$ cat src/rtl/fetch_unit.sv
// fetch_unit: single-outstanding instruction fetch FSM with branch redirect.
// Optional perf counters (fetch_count/flush_count) under macro FETCH_PERF_EN.
module fetch_unit (
    input  logic        clk,
    input  logic        rst,
    input  logic [15:0] pc_plus_one,
    output logic [15:0] pc_data,
    output logic        pc_write,
    input  logic        branch_valid,
    input  logic [15:0] branch_target,
    output logic        mem_req,
    output logic [15:0] mem_addr,
    input  logic        mem_ack,
    input  logic [15:0] mem_rdata,
    output logic [15:0] instr,
    output logic [15:0] instr_pc,
    output logic        instr_valid,
    input  logic        stall
`ifdef FETCH_PERF_EN
    ,
    output logic [15:0] fetch_count,
    output logic [15:0] flush_count
`endif
);

    typedef enum logic [1:0] {
        IDLE  = 2'd0,
        FETCH = 2'd1,
        HOLD  = 2'd2,
        KILL  = 2'd3
    } state_e;

    state_e      state_q, state_d;
    logic [15:0] fetch_addr_q, fetch_addr_d;
    logic [15:0] kill_addr_q, kill_addr_d;
    logic [15:0] instr_q, instr_d;
    logic [15:0] instr_pc_q, instr_pc_d;
    logic        valid_q, valid_d;
    logic        pc_write_c;
    logic [15:0] pc_data_c;
    logic        xfer;

    assign xfer = valid_q & ~stall;

    // Next-state, fetch datapath and PC-load strobe; a branch overrides all.
    always_comb begin
        state_d      = state_q;
        fetch_addr_d = fetch_addr_q;
        kill_addr_d  = kill_addr_q;
        instr_d      = instr_q;
        instr_pc_d   = instr_pc_q;
        valid_d      = valid_q;
        pc_write_c   = 1'b0;
        pc_data_c    = 16'h0000;
        unique case (state_q)
            IDLE: state_d = FETCH;
            FETCH: begin
                if (mem_ack) begin
                    instr_d      = mem_rdata;
                    instr_pc_d   = fetch_addr_q;
                    valid_d      = 1'b1;
                    pc_write_c   = 1'b1;
                    pc_data_c    = pc_plus_one;
                    fetch_addr_d = pc_plus_one;
                    state_d      = HOLD;
                end
            end
            HOLD: begin
                if (xfer) begin
                    valid_d = 1'b0;
                    state_d = FETCH;
                end
            end
            KILL: begin
                if (mem_ack) begin
                    state_d = FETCH;
                end
            end
            default: state_d = IDLE;
        endcase
        if (branch_valid) begin
            pc_write_c   = 1'b1;
            pc_data_c    = branch_target;
            fetch_addr_d = branch_target;
            instr_d      = instr_q;
            instr_pc_d   = instr_pc_q;
            valid_d      = 1'b0;
            if (state_q == FETCH && !mem_ack) begin
                kill_addr_d = fetch_addr_q;
                state_d     = KILL;
            end else if (state_q == KILL && !mem_ack) begin
                state_d = KILL;
            end else begin
                state_d = FETCH;
            end
        end
    end

    // State and fetch registers; reset abandons any request in flight.
    always_ff @(posedge clk or negedge rst) begin
        if (!rst) begin
            state_q      <= IDLE;
            fetch_addr_q <= 16'h0000;
            kill_addr_q  <= 16'h0000;
            instr_q      <= 16'h0000;
            instr_pc_q   <= 16'h0000;
            valid_q      <= 1'b0;
        end else begin
            state_q      <= state_d;
            fetch_addr_q <= fetch_addr_d;
            kill_addr_q  <= kill_addr_d;
            instr_q      <= instr_d;
            instr_pc_q   <= instr_pc_d;
            valid_q      <= valid_d;
        end
    end

    // PC strobe is gated so it reads 0 while reset is held.
    assign pc_write    = pc_write_c & rst;
    assign pc_data     = rst ? pc_data_c : 16'h0000;
    assign mem_req     = (state_q == FETCH) || (state_q == KILL);
    assign mem_addr    = (state_q == KILL)  ? kill_addr_q :
                         (state_q == FETCH) ? fetch_addr_q : 16'h0000;
    assign instr       = instr_q;
    assign instr_pc    = instr_pc_q;
    assign instr_valid = valid_q;

`ifdef FETCH_PERF_EN
    logic [15:0] fetch_cnt_q, flush_cnt_q;

    // Transfer and redirect counters, both wrapping modulo 2^16.
    always_ff @(posedge clk or negedge rst) begin
        if (!rst) begin
            fetch_cnt_q <= 16'h0000;
            flush_cnt_q <= 16'h0000;
        end else begin
            if (xfer) begin
                fetch_cnt_q <= fetch_cnt_q + 16'h0001;
            end
            if (branch_valid) begin
                flush_cnt_q <= flush_cnt_q + 16'h0001;
            end
        end
    end

    assign fetch_count = fetch_cnt_q;
    assign flush_count = flush_cnt_q;
`endif

endmodule
$ cat config.mk
export PLATFORM = sky130hd
export DESIGN_NAME = fetch_unit
export DESIGN_NICKNAME = d
export VERILOG_FILES = /design/src/rtl/fetch_unit.sv
export SDC_FILE = /design/constraint.sdc
export NUM_CORES = 1
export LEC_CHECK = 0
export CAP_MARGIN = 40
export CORE_UTILIZATION = 44
export DETAILED_ROUTE_END_ITERATION = 12
export HOLD_SLACK_MARGIN = 0.06
export PLACE_DENSITY = 0.8
export SLEW_MARGIN = 10
export SYNTH_ARGS = -nofsm -noshare
export SYNTH_HDL_FRONTEND = slang
export SYNTH_SLANG_ARGS = --single-unit
$ cat constraint.sdc
create_clock -name clk -period 1.7 [get_ports clk]
set_input_delay 0.255 -clock clk [delete_from_list [all_inputs] [get_ports clk]]
set_output_delay 0.255 -clock clk [all_outputs]
set_load 0.01 [all_outputs]
# After elaboration in Yosys (flattened, before gate mapping)
# Cells that the tools add are included.
# totals
word_cells,52
out_inout_bits,67
regBits,67
inputBits,53
# op_classes
reduce_logical,13
eq_ne,6
muxes,23
n_bitwise,4
# op_table
op,count
$mux 16,9
$mux 2,6
$ne 3x3->1 const B,3
$reduce_and 3->1,3
$pmux 2 s4,1
$mux 1,6
$eq 2x2->1 const B,2
$reduce_and 2->1,2
$reduce_bool 2->1,2
$reduce_bool 3->1,1
$and 1x1->1,2
$eq 2x1->1 const B,1
$logic_and 1x1->1,2
$logic_not 2->1,1
$not 1->1,2
$pmux 1 s2,1
$logic_not 1->1,1
$logic_or 1x1->1,1

# Longest topological paths before layout
# Gate-level depths: netlist of run 1.
# depth
word_depth,5
depth_mapped,5
mapped_depth_nobuf,3

# Worst setup path after synthesis of run 1
# Ideal clock, no wire load.
# synth_timing
path_kind,flip-flop to output port
startpoint,reg state_q[1]
endpoint,out pc_data[10]
n_path_buf,1
t_required_ns,1.445
arrival_ns,1.183
stages_incl_launch_ff,5
setup_slack_ns,0.262
cell_sequence,dfrtp_1 -> and4bb_1 -> buf_2 -> a22oi_1 -> nor2b_1
# synth_via
elab_chain_len,4
# synth_rtl
element,line_no,text
from (decl),33,"state_e state_q, state_d;"
from (signal assigned),109,state_q <= state_d;
$eq 2x1->1,55,unique case (state_q)
$mux 16,55,
$mux 16,81,if (branch_valid) begin
$mux 16,120,assign pc_data = rst ? pc_data_c : 16'h0000;
to (decl),7,"output logic [15:0] pc_data,"
# Every way passes these cells.

# Final worst setup path of run 1
# layout_timing
startpoint,in branch_valid
endpoint,out pc_data[3]
# layout_via
elab_chain_len,2
# layout_rtl
element,line_no,text
from (decl),9,"input logic branch_valid,"
$mux 16,81,
$mux 16,120,
# Every way passes these cells.

==> results.yml, run 1 <==
run_status:
  outcome: "finished with violations"
  violations: "negative setup slack"
final_layout:
  areaGrowthSynthToFinish_pct: 54.56
  fill_cells: 519
  drive_gt1_share_pct: 43.26
  nNetsFinal: 441
  design_area_um2: 4923
  diodes: 0
critical_path:
  crit_path_end_kind: "primary output"
  required_ns: 1.44
  path_buf_inv: 4
  cp_data_arrival_time_ns: 1.70
  path_class: "in -> out"
  cp-endpoint: "pc_data[3]"
  cp_num_cells: 7
  cpPeakStageDelay_ns: 0.51
  reg2reg_to: "instr_pc[2]"
  cp_top_family: "buffers and inverters"
  crit_slowest_cell: "clkdlybuf4s50_1"
  r2r_start: "state_q[0]"
  path_max_fanout: 7
  worstRegToRegCells: 7
  critPathLaunch: "branch_valid"
  r2r_setup_slack_ns: -0.01
  worstSetupStartpointType: "primary input"
  path_cells: "clkdlybuf4s50_1 > and4bb_2 > buf_12 > buf_6 > a22oi_1 > nor2b_1 > buf_2"
place:
  place_area_um2: 4642
  gp_congestion: 0.7228
  io_buffers: 119
  dp_hpwl_um: 5278
clock_tree:
  cts_buffers: 9
  clkLatencyLatePin_ns: 0.34
  clock_path_buffers: 2
  cts_tree: "built"
  htreeDepth: 3
  clk_pin_slew_ns: 0.08
  cts.sinks: 67
  root_buffer: "clkbuf_8"
pwr:
  intPower_uw: 4553
  netSwitchingFraction_pct: 28.82
  p_leak_uw: 0.002238
  fin_total_pwr_uw: 6396
  p_seq_share_pct: 38.2
  power_frac_clock_pct: 22.6
  p_comb_share_pct: 39.2
  peakVddDrop_mv: 0.7495
  pwr_density_cell_nw_per_um2: 1299
  p_switching_uw: 1844
global_routing:
  grt_use_total_pct: 22.06
  globalRouteOverflowTotal: 0
  grt_start_max_net_pins: 30
  antenna_found_initial: 0
  grt_pass1_vias: 2578
  grt_pass1_wl_um: 12580
yosys:
  netlist_instances: 230
  synth_area_leaders: "dfrtp_1, mux2_2, mux2_4, nor2b_1, a21bo_2"
  yosysSeqAreaShare_pct: 52.63
  ys_warn_count: 0
  synth.most_common_cell: "dfrtp_1"
  avgSynthCellArea_um2: 13.85
  syn-num-nets: 283
  async_flop_share_pct: 100.0
  synth.top_cells.by_count: "dfrtp_1, nor2b_1, mux2_2, mux2_4"
  netlist_area_um2: 3186
  synth_enable_flop_cells: 0
  synth_top_cell_area_share_pct: 52.63
  yosys.cell_types.count: 27
  ys.flop_type: "dfrtp_1"
  synth_area_leader_cell: "dfrtp_1"
  ys_seq_elements: 67
timing:
  setup_viol: 19
  whs_ns: 0.4041
  max_freq_ghz: 0.5110
  hold_viol: 0
  period_needed_ns: 1.957
  maxSlewHeadroom_pct: 78.98
  fin_crit_sh_pct: 115.1
  rsz0062_at_grt: "yes"
  finClkSkew_ns: 0.007391
  setup_slack_ns: -0.2570
  slew_violations: 0
  tightest_slew_ns: 0.3153
floorplanning:
  die_x_um: 87.09
  io_pins: 120
  num_rows: 30
  start_util_pct: 46.12
  die_area_um2: 7584
  design.core.area_um2: 6907
  die_h_um: 87.09
routing:
  wl_per_cell_um: 16.09
  wirelength_um: 7870
  dr.pass1.iters: 4
  drtAntennaViolNets: 0
  dr_total_vias: 2401
  viasPerCell: 4.910
  drc: 0
  drt_iter0_drc: 57
min_path:
  hp-class: "in -> async"
run:
  cap_viol_max_count: 0
## cells by family after synthesis
| logic type | synth area share (%) |
|---|---|
| simple gates | 8.955 |
| buf+inv | 3.417 |
| flops | 52.63 |
| mux | 24.35 |
| compound gates | 10.64 |
## cell type report
type	instances	area (um^2)	area share, %
Sequential cell	67	1677	34.05
Timing Repair Buffer	163	1456	29.58
Multi-Input combinational cell	146	1449	29.43
Clock buffer	10	127.6	2.592
Tap cell	96	120.1	2.440
Clock inverter	6	90.09	1.830
Inverter	1	3.754	0.07624
## sequential cells by signal (all words and copies together) (netlist names)
register,cells
instr_pc,16
state_q,2
fetch_addr_q,16
kill_addr_q,16
instr,16
instr_valid,1
## routing by layer
metal / GRT usage, % / share of wire, % / vias to the layer above
met2: 39.94 / 52 / 84
met5: 0 / 0 / -
met4: 4.242 / 1.7 / 0
li1: - / - / 1138
met1: 25.14 / 40 / 1168
met3: 7.773 / 6.4 / 11
## power by group through the flow
stage | clock [uW] | combinational (uW) | sequential, uW
global placement | 0 | 2510 | 2430
global route | 1550 | 2680 | 2510
finish | 1440 | 2510 | 2440
detailed placement | 0 | 2550 | 2460
floorplan | 0 | 1090 | 2560
CTS | 1490 | 2520 | 2450
## what timing repair did
action                                  4_1_cts  5_1_grt
gates resized for setup                     154        7
gates cloned                                  1        0
endpoints found under the setup margin       34       38
setup buffers                                11        6
endpoints found under the hold margin        41        0
hold buffers                                  1        0
pin swaps                                     2        4
## through the flow
stage / setup TNS [ns] / worst slack (ns) / utilization, % / std cells
after floorplan: 0 / 0.2620 / - / 230
after global routing: -5.643 / -0.3530 / 71.29 / 489
final: -3.392 / -0.2570 / 71.29 / 489
after detailed placement: -20.36 / -0.5748 / 67.21 / 456
after global placement: -17.47 / -0.5160 / 67.21 / 456
after CTS: -3.086 / -0.2438 / 70.60 / 484
## tightest hold or removal path, cell delays in order
cell,delay (ns)
dlygate4sd3_1,0.53
buf_4,0.13
buf_12,0.17
## placed cells by master (no fill, tap or decap)
cell type        instances
nor2b_1                 34
nand2b_4                 1
mux2_1                   1
nand2b_1                 2
a21bo_2                 16
inv_2                    1
mux2_2                  27
nor3b_4                  1
mux2_4                  20
and3_1                   1
buf_12                   6
mux2i_1                 15
dlygate4sd2_1            1
clkinv_2                 1
buf_8                    2
a21oi_1                  1
bufinv_16                2
a22o_1                   1
dfrtp_1                 67
o21a_1                   1
dlygate4sd3_1            1
clkinv_4                 2
o31ai_1                  1
a22oi_1                  7
a31oi_2                  1
and4bb_2                 1
o21bai_1                 1
clkbuf_8                 9
clkbuf_1                 1
clkinvlp_4               1
mux2i_2                  1
clkdlybuf4s50_1         84
a22oi_2                  9
nor3_1                   1
buf_6                    3
nor2_1                   1
o21ai_0                  2
buf_2                   33
buf_4                   33
## how the worst min path moves through the flow
| stage | slack [ns] | from | endpoint |
|---|---|---|---|
| floorplan | -0.04 | rst | fetch_addr_q[0] |
| finish | 0.40 | rst | instr[5] |
| global route | 0.41 | rst | instr[7] |
| global placement | 0.21 | rst | instr_pc[9] |
| CTS | 0.38 | rst | instr[7] |
| detailed placement | 0.21 | rst | instr_pc[9] |
Note: power is estimated with default switching activity, not from simulation.
==> run 2, diff against run 1 <==
--- a/config.mk
+++ b/config.mk
@@ -14,3 +14,4 @@
 export SYNTH_ARGS = -nofsm -noshare
 export SYNTH_HDL_FRONTEND = slang
 export SYNTH_SLANG_ARGS = --single-unit
+export TNS_END_PERCENT = 1
==> run 2 against run 1 <==
The run still ends with negative setup slack left. Clock skew shrank 0.0014 ns. Clock power is essentially flat. Non-clock buffer count shrank 9. Die area is the same. Sequential share of layout area grew 0.57 points. Cell count shrank 1.8%. First-iteration DRC count grew 26%. Critical endpoint unchanged. Largest power group unchanged.
==> results.yml, run 2 (same netlist as run 1, synthesis figures left out) <==
floorplanning:
  die_x_um: 87.09
  start_util_pct: 46.12
  io_pins: 120
  die_area_um2: 7584
  num_rows: 30
  design.core.area_um2: 6907
  die_h_um: 87.09
final_layout:
  fill_cells: 521
  nNetsFinal: 432
  diodes: 0
  final_cell_mix: "clkdlybuf4s50_1, dfrtp_1, nor2b_1"
  fin_util_pct: 70.11
  final_cells: 480
  drive_gt1_share_pct: 41.15
  final_common_cell: "clkdlybuf4s50_1"
  areaGrowthSynthToFinish_pct: 52.00
run_status:
  violations: "negative setup slack"
  outcome: "finished with violations"
timing:
  setup_slack_ns: -0.2655
  period_needed_ns: 1.965
  setup_viol: 20
  finClkSkew_ns: 0.005947
  maxSlewHeadroom_pct: 78.95
  whs_ns: 0.3985
  finalSetupTns_ns: -3.069
  rsz0062_at_grt: "yes"
  hold_viol: 0
  fin_crit_sh_pct: 115.6
  tightest_slew_ns: 0.3158
  slew_violations: 0
  max_freq_ghz: 0.5088
global_routing:
  antenna_found_initial: 0
  grt_start_max_net_pins: 30
  grt_pass1_wl_um: 12350
  grt_pass1_vias: 2541
  globalRouteOverflowTotal: 0
  grt_use_total_pct: 21.57
critical_path:
  crit_slowest_cell: "clkdlybuf4s50_1"
  path_class: "in -> out"
  cpPeakStageDelay_ns: 0.51
  path_cells: "clkdlybuf4s50_1 > and4bb_2 > buf_12 > buf_6 > a22oi_1 > nor2b_1 > buf_2"
  path_max_fanout: 8
  crit_path_end_kind: "primary output"
  cp_data_arrival_time_ns: 1.71
  required_ns: 1.44
  worstSetupStartpointType: "primary input"
clock_tree:
  root_buffer: "clkbuf_8"
  clk_pin_slew_ns: 0.08
  clock_path_buffers: 2
  cts.sinks: 67
  cts_tree: "built"
  cts_buffers: 9
  htreeDepth: 3
  clkLatencyLatePin_ns: 0.34
place:
  io_buffers: 119
  gp_congestion: 0.7228
  dp_hpwl_um: 5278
  numPlacedInstances: 456
  pre_cts_slack_ns: -0.5748
pwr:
  peakVddDrop_mv: 0.7510
  p_leak_uw: 0.002192
  pwr_density_cell_nw_per_um2: 1310
min_path:
  hp-class: "in -> async"
routing:
  wirelength_um: 7655
  dr.pass1.iters: 4
  drt_iter0_drc: 72
  drtAntennaViolNets: 0
  dr_total_vias: 2380
  wl_per_cell_um: 15.95
  drc: 0
  viasPerCell: 4.958
run:
  cap_viol_max_count: 0
==> run 2: cell count changes in the layout (fill, tap and decap cells not counted), sizes merged <==
cell / change
buf: -9
clkdlybuf4s50: +1
dlygate4sd2: -1
==> run 2: power breakdown <==
group	internal, uW	leakage, uW	switching (uW)	total (uW)
clock network	828	0.000106	624	1450
registers	2130	0.000809	316	2440
logic	1550	0.00128	892	2450
total	4510	0.00219	1830	6340
==> run 2: path summary, 6_finish.rpt <==
check	slack, ns	start	depth (start not counted)	to
worst max-delay path	-0.27	branch_valid	7	pc_data[3]
worst min-delay path	0.40	rst	3	instr[5]
worst max register to register	-0.02	state_q[0]	7	instr_pc[4]
worst min register to register	0.51	kill_addr_q[10]	1	kill_addr_q[10]
max in group asynchronous	0.77	rst	4	fetch_addr_q[10]
min in group clk	0.51	kill_addr_q[10]	1	kill_addr_q[10]
==> run 2: metrics by stage <==
stage                     area (um^2)  total power (uW)
after detailed placement         4642              5014
after floorplan                  3186              3645
final                            4842              6342
after global placement           4642              4942
after global routing             4842              6683
after CTS                        4797              6390
==> run 2: timing repair <==
item                       CTS  global route
setup endpoints to repair   34            34
pin swaps                    1             2
setup buffers                5             3
gates resized for setup    148             8
hold buffers                 1             0
gates cloned                 0             0
hold endpoints to repair    41             0
==> run 2: worst max-delay path: cells and delay by family <==
kind | cells | cell delay, ns
buf+inv | 4 | 0.92
simple gates | 2 | 0.36
compound gates | 1 | 0.17
==> run 2: cell type report <==
class | count | area, um^2 | area share, %
Sequential cell | 67 | 1677 | 34.63
Clock inverter | 6 | 90.09 | 1.860
Multi-Input combinational cell | 146 | 1440 | 29.74
Clock buffer | 10 | 127.6 | 2.636
Inverter | 1 | 3.754 | 0.07752
Timing Repair Buffer | 154 | 1384 | 28.58
Tap cell | 96 | 120.1 | 2.481
==> run 2: layer usage <==
metal	up-vias	wire [um]	global-route usage, %
met2	72	4063	38.30
met1	1178	3060	25.08
li1	1119	-	-
met4	0	68	4.242
met5	-	0	0
met3	11	463	7.773
